File: config.mk
export PLATFORM = sky130hd
export DESIGN_NAME = cntr_4
export DESIGN_NICKNAME = d
export VERILOG_FILES = /design/src/rtl/cntr_pkg.sv /design/src/rtl/cntr_4.sv
export SDC_FILE = /design/constraint.sdc
export NUM_CORES = 1
export LEC_CHECK = 0
export ABC_CLOCK_PERIOD_IN_PS = 1700
export CAP_MARGIN = 0
export CORE_AREA = 4 4 41 43
export CTS_BUF_LIST = sky130_fd_sc_hd__clkbuf_8
export DETAILED_ROUTE_END_ITERATION = 8
export DIE_AREA = 0 0 45 47
export SYNTH_ARGS = -nofsm -noshare
export SYNTH_HDL_FRONTEND = slang
export SYNTH_SLANG_ARGS = --single-unit
File: constraint.sdc
create_clock -name clk -period 1.7 [get_ports clk]
set_input_delay 0.255 -clock clk [delete_from_list [all_inputs] [get_ports clk]]
set_output_delay 0.255 -clock clk [all_outputs]
set_load 0.1 [all_outputs]
File: src/rtl/cntr_pkg.sv
// Shared width and default terminal-count constants for the cntr_4 counter.
package cntr_pkg;
   localparam int                CNTR_W      = 4;
   localparam logic [CNTR_W-1:0] MAX_VAL_DEF = 4'd15;
endpackage

File: src/rtl/cntr_4.sv
// Wrapping up-counter, one-cycle latency from ce to out, synchronous active-high reset.
// Terminal-count pulse is decoded only when CNTR_4_TC_EN is defined; otherwise tc is tied low.
module cntr_4
   import cntr_pkg::*;
#(
   parameter logic [CNTR_W-1:0] MAX_VAL = MAX_VAL_DEF
) (
   input  logic              clk,
   input  logic              rst,
   input  logic              ce,
   output logic [CNTR_W-1:0] out,
   output logic              tc
);

   logic [CNTR_W-1:0] r_cnt;
   logic [CNTR_W-1:0] w_cnt_nxt;
   logic              w_at_max;

   // Values above MAX_VAL (only possible before reset) keep counting modulo 16.
   always_comb begin
      w_at_max  = (r_cnt == MAX_VAL);
      w_cnt_nxt = w_at_max ? '0 : r_cnt + CNTR_W'(1);
   end

   always_ff @(posedge clk) begin
      if (rst) begin
         r_cnt <= '0;
      end else if (ce) begin
         r_cnt <= w_cnt_nxt;
      end
   end

   assign out = r_cnt;

`ifdef CNTR_4_TC_EN
   always_comb begin
      tc = w_at_max & ce & ~rst;
   end
`else
   assign tc = 1'b0;
`endif

endmodule

Word level (Yosys, flattened, before mapping)
Index checks and enable logic that the tools add are counted.
{ "word_totals": {"register_bits": 4, "latchBits": 0, "mem_bits_rw": 0, "rom_bits": 0, "in_bits": 3, "out_inout_bits": 5, "wordCells": 4, "memories": 0} }
{ "op_classes": {"add_sub_neg": 1, "n_mul": 0, "div": 0, "magnitude_cmp": 0, "n_eq_ne": 1, "shifts": 0, "muxes": 1, "bitwise": 0, "reduce_logical": 0} }
{ "ops": {"columns": ["op", "count"], "rows": [
  ["adder 4 x 1 -> 4 bit, second input constant", 1],
  ["equality test 4 bit, second input constant", 1],
  ["two-way mux 4 bit", 1]
]} }

Depth between registers and ports, before layout
{ "depth": {"depth_word": 2, "mapped_depth": 4, "depth_no_buf": 4} }

Worst setup path after synthesis
Ideal clock, no wire load.
{ "synth_path": {"kind": "register -> register", "startpoint": "register r_cnt[0], in the netlist out[0]", "endpoint": "register r_cnt[0], in the netlist out[0]", "setup_time_ns": 0.119, "t_arrival_ns": 1.564, "t_required_ns": 1.581, "setup_slack_ns": 0.017, "stages_incl_launch_ff": 5, "path_buffers": 0, "synth_period_minus_slack_ns": 1.683, "path_cell_list": "dfxtp_1 > ha_1 > nand3_1 > nand3b_1 > a21oi_1"} }
{ "synth_between": {"elab_chain_cells": 2, "elab_cells_between_ends": 3, "cone_classes": "add/sub (1); eq/ne (1); mux (1)"} }
{ "synth_lines": {"columns": ["item", "line_no", "source"], "rows": [
  ["from (decl)", "cntr_4.sv:15", "logic [CNTR_W-1:0] r_cnt;"],
  ["from (signal assigned)", "cntr_4.sv:29", "r_cnt <= w_cnt_nxt;"],
  ["adder 4 x 1 -> 4 bit or equality test 4 bit (tied branches)", "cntr_4.sv:22, cntr_4.sv:21", null],
  ["two-way mux 4 bit *", "cntr_4.sv:22", "w_cnt_nxt = w_at_max ? '0 : r_cnt + CNTR_W'(1);"]
]} }
Every way passes the cells marked *; elsewhere a longest branch is shown, timed or not.
A chain may end at the register's enable or synchronous reset.

Final worst setup path
{ "layout_path": {"startpoint": "register r_cnt[0], in the netlist out[0]", "endpoint": "output port out[0]"} }
{ "layout_rtl": {"columns": ["item", "line_no", "source"], "rows": [
  ["to (decl)", "cntr_4.sv:11", "output logic [CNTR_W-1:0] out,"]
]} }
No word-level cell between the ends.

==> flow_metrics.tcl <==
set metrics [dict create \
    outcome "completed" \
    critical_path.top_delay_family "flip-flops" \
    yosys.area_share.xor_xnor_pct 4.730 \
    critical_path.max_stage_delay_ns 0.44 \
    grt_antenna_before_repair 0 \
    nets 35 \
    p_per_area_mw_per_mm2 1090 \
    floorplan.die_area_mm2 0.002115 \
    reg2reg_from "out[0]$_SDFFE_PP0P_" \
    route.detailed.drc 0 \
    maximum_count_of_clock_buffers_along_a_single_path 2 \
    top_level_ports 8 \
    postCtsResizedCells 0 \
    floorplan.core_area_mm2 0.001301 \
    end_kind "primary output" \
    routed_vias_inst 3.977 \
    grtUsageTotal_pct 4.976 \
    filler_cell_count 146 \
    grt_pass1_vias 158 \
    yosysUniqueCellTypes 14 \
    total_power_mw 0.3683 \
    reg2reg_depth 4 \
    post-synth-top-area-fraction_pct 43.24 \
    synthMuxAreaShare_pct 5.405 \
    clk_latency_ns 0.21 \
    setup-tns-final_ns 0 \
    mappedNetlistArea_um2 185.2 \
    first_iter_violations 3 \
    areaGrowthSynthToFinish_pct 82.43 \
    crit_path_top_delay_cell "dfxtp_1" \
    worst_ir_drop_vdd_mv 0.4465 \
    rrSetupSlack_ns 0.64 \
    finalWorstPathRequiredPeriod_ns 1.125 \
    num_vias 175 \
    cap_viol_max_count 0 \
    yosys.area_share.adder_pct 6.757 \
    synthesis.yosys.warnings 0 \
    class_of_the_tightest_hold_or_removal_check "flop to flop" \
    final_max_slew_viols 0 \
    min_from "out[0]$_SDFFE_PP0P_" \
    worst_setup_hold_path_clk_slew_ns 0.03 \
    yosys.area.top_type "dfxtp_1" \
    drt_pass1_iterations 4 \
    synth_seq_area_share_pct 43.24 \
    synth_edf_count 0 \
    hold_depth 2 \
    syn_inst 21 \
    cp.buffers_inverters 1 \
    proportion_of_register_bits_with_asynchronous_set_or_reset_after_synthesis_pct 0 \
    total_leakage_power_nw 0.1299 \
    multi_input_comb_area_um2 97.59 \
    yosys.area_share.simple_pct 23.65 \
    average_wire_per_cell_in_the_routed_design_um 8.318 \
    place.gp.congestion 0.6278 \
    criticalPathCategory "flop to primary output" \
    final_hold_viol_count 0 \
    cts_root_buffer "clkbuf_8" \
    hold_path_endpoint "out[0]$_SDFFE_PP0P_" \
    die_h_um 47 \
    synth_area_per_cell_um2 8.818 \
    floorplan.initialDensity_pct 14.23 \
    grt_setup_unrepaired "false" \
    dpl_worst_slack_ns 0.4814 \
    worst_clock_skew_ns 0.002970 \
    route.antenna.remaining_nets 0 \
    ranking_of_synthesized_cells_by_area "dfxtp_1 43%, ha_1 6.8%, nor2_1 6.1%" \
    cts_tree "built" \
    critPathMaxFanout 6 \
    grt.overflow.total 0 \
    synth-compound-area-share_pct 10.14 \
    clock_sink_count 4 \
    place_hpwl_um 287 \
    sequential_cell_area_um2 80.08 \
    final.hold.worst_slack_ns 0.5703 \
    max_fclk_ghz 0.8890 \
    critical_path_required_ns 1.44 \
    worstPathCellList "buf_12" \
    grt_max_degree 7 \
    die-width_um 45 \
    cts_h_tree_lvls 1 \
    timing.final.setup_violations 0 \
    cts.hold.buffers_added 0 \
    regToRegEndpoint "out[2]$_SDFFE_PP0P_" \
    most_common_cell_in_the_synthesized_netlist "dfxtp_1" \
    fp-row-count 13 \
    postRouteWirelength_um 366 \
    synth_top_family_by_area "simple AND/OR/NAND/NOR gates" \
    critical_path_arrival_ns 0.87 \
    final.period_utilization_pct 66.17 \
    largest_reg_flops 4 \
    portBuffers 6 \
    most_instantiated_cells_after_synthesis "4 x dfxtp_1, 3 x nor2_1, 2 x a21oi_1, 2 x nand3_1" \
    antennaDiodeCount 0 \
    post_cts.repair.setup_buffers 0 \
    synth_seq_cells 4 \
    setup_slack_ns 0.5752 \
    tritoncts.num_buffers 3 \
    global_route_wire_length_before_repair_um 669 \
    ratio_of_cells_with_drive_above_1_in_the_final_layout_pct 24.14 \
    postLayoutCoreUtil_pct 25.96 \
    critical_path.startpoint_type "flop" \
    postSynth.topFlopCell "dfxtp_1" \
    synth_fp_nets 25 \
]
==> metrics by stage <==
stage	cells	area, um2
after global routing	44	337.8
after global placement	41	296.5
after CTS	44	337.8
after detailed placement	41	296.5
after floorplan	21	185.2
final	44	337.8
==> layout by cell type (no fill, tap or decap) <==
| master | n |
|---|---|
| a41oi_1 | 1 |
| nand3b_1 | 1 |
| clkbuf_8 | 3 |
| nand2_1 | 1 |
| nor2_1 | 3 |
| mux2i_1 | 1 |
| dfxtp_1 | 4 |
| clkdlybuf4s50_1 | 2 |
| nand2b_1 | 1 |
| conb_1 | 1 |
| nand3_1 | 2 |
| xor2_1 | 1 |
| a21oi_1 | 2 |
| buf_12 | 4 |
| ha_1 | 1 |
| nor3_1 | 1 |
==> kinds of logic after synthesis <==
family / Yosys count
AOI/OAI and AO/OA: 3
xor gates and xnor gates: 1
adders and majority gates: 1
buffers and inverters: 1
DFF: 4
muxes: 1
other: 1
and+or+nand+nor: 9
==> cell type report <==
type	instances	area share, %
timing repair buffer	6	29.63
clock buffer	3	12.22
multi-input combinational	16	28.89
tap	15	5.556
sequential	4	23.70
==> worst max path at each step <==
stage                         from                   to  slack [ns]  depth (start not counted)
2_1_floorplan  out[0]$_SDFFE_PP0P_  out[0]$_SDFFE_PP0P_        0.02                          4
3_3_place_gp                    ce  out[2]$_SDFFE_PP0P_        0.47                          4
3_5_place_dp                    ce  out[3]$_SDFFE_PP0P_        0.48                          3
4_1_cts        out[0]$_SDFFE_PP0P_               out[0]        0.56                          1
5_1_grt        out[0]$_SDFFE_PP0P_               out[0]        0.53                          1
6_report       out[0]$_SDFFE_PP0P_               out[0]        0.58                          1
==> metal layers <==
| metal | part of all wire (%) | track usage [%] | wire (um) | vias up |
|---|---|---|---|---|
| met5 | 0 | 0 | 0 | - |
| met4 | 0 | 0 | 0 | 0 |
| met3 | 20 | 7.280 | 73 | 0 |
| met2 | 36 | 5.650 | 130 | 11 |
| met1 | 44 | 5.455 | 161 | 76 |
| li1 | - | - | - | 88 |
==> report_power, final <==
group          total, mW  internal, mW  switching (mW)
Sequential         0.106        0.0985         0.00703
Combinational     0.0686        0.0234          0.0452
Clock              0.194         0.150          0.0438
Total              0.368         0.272          0.0960
(Power assumes the default switching activity.)
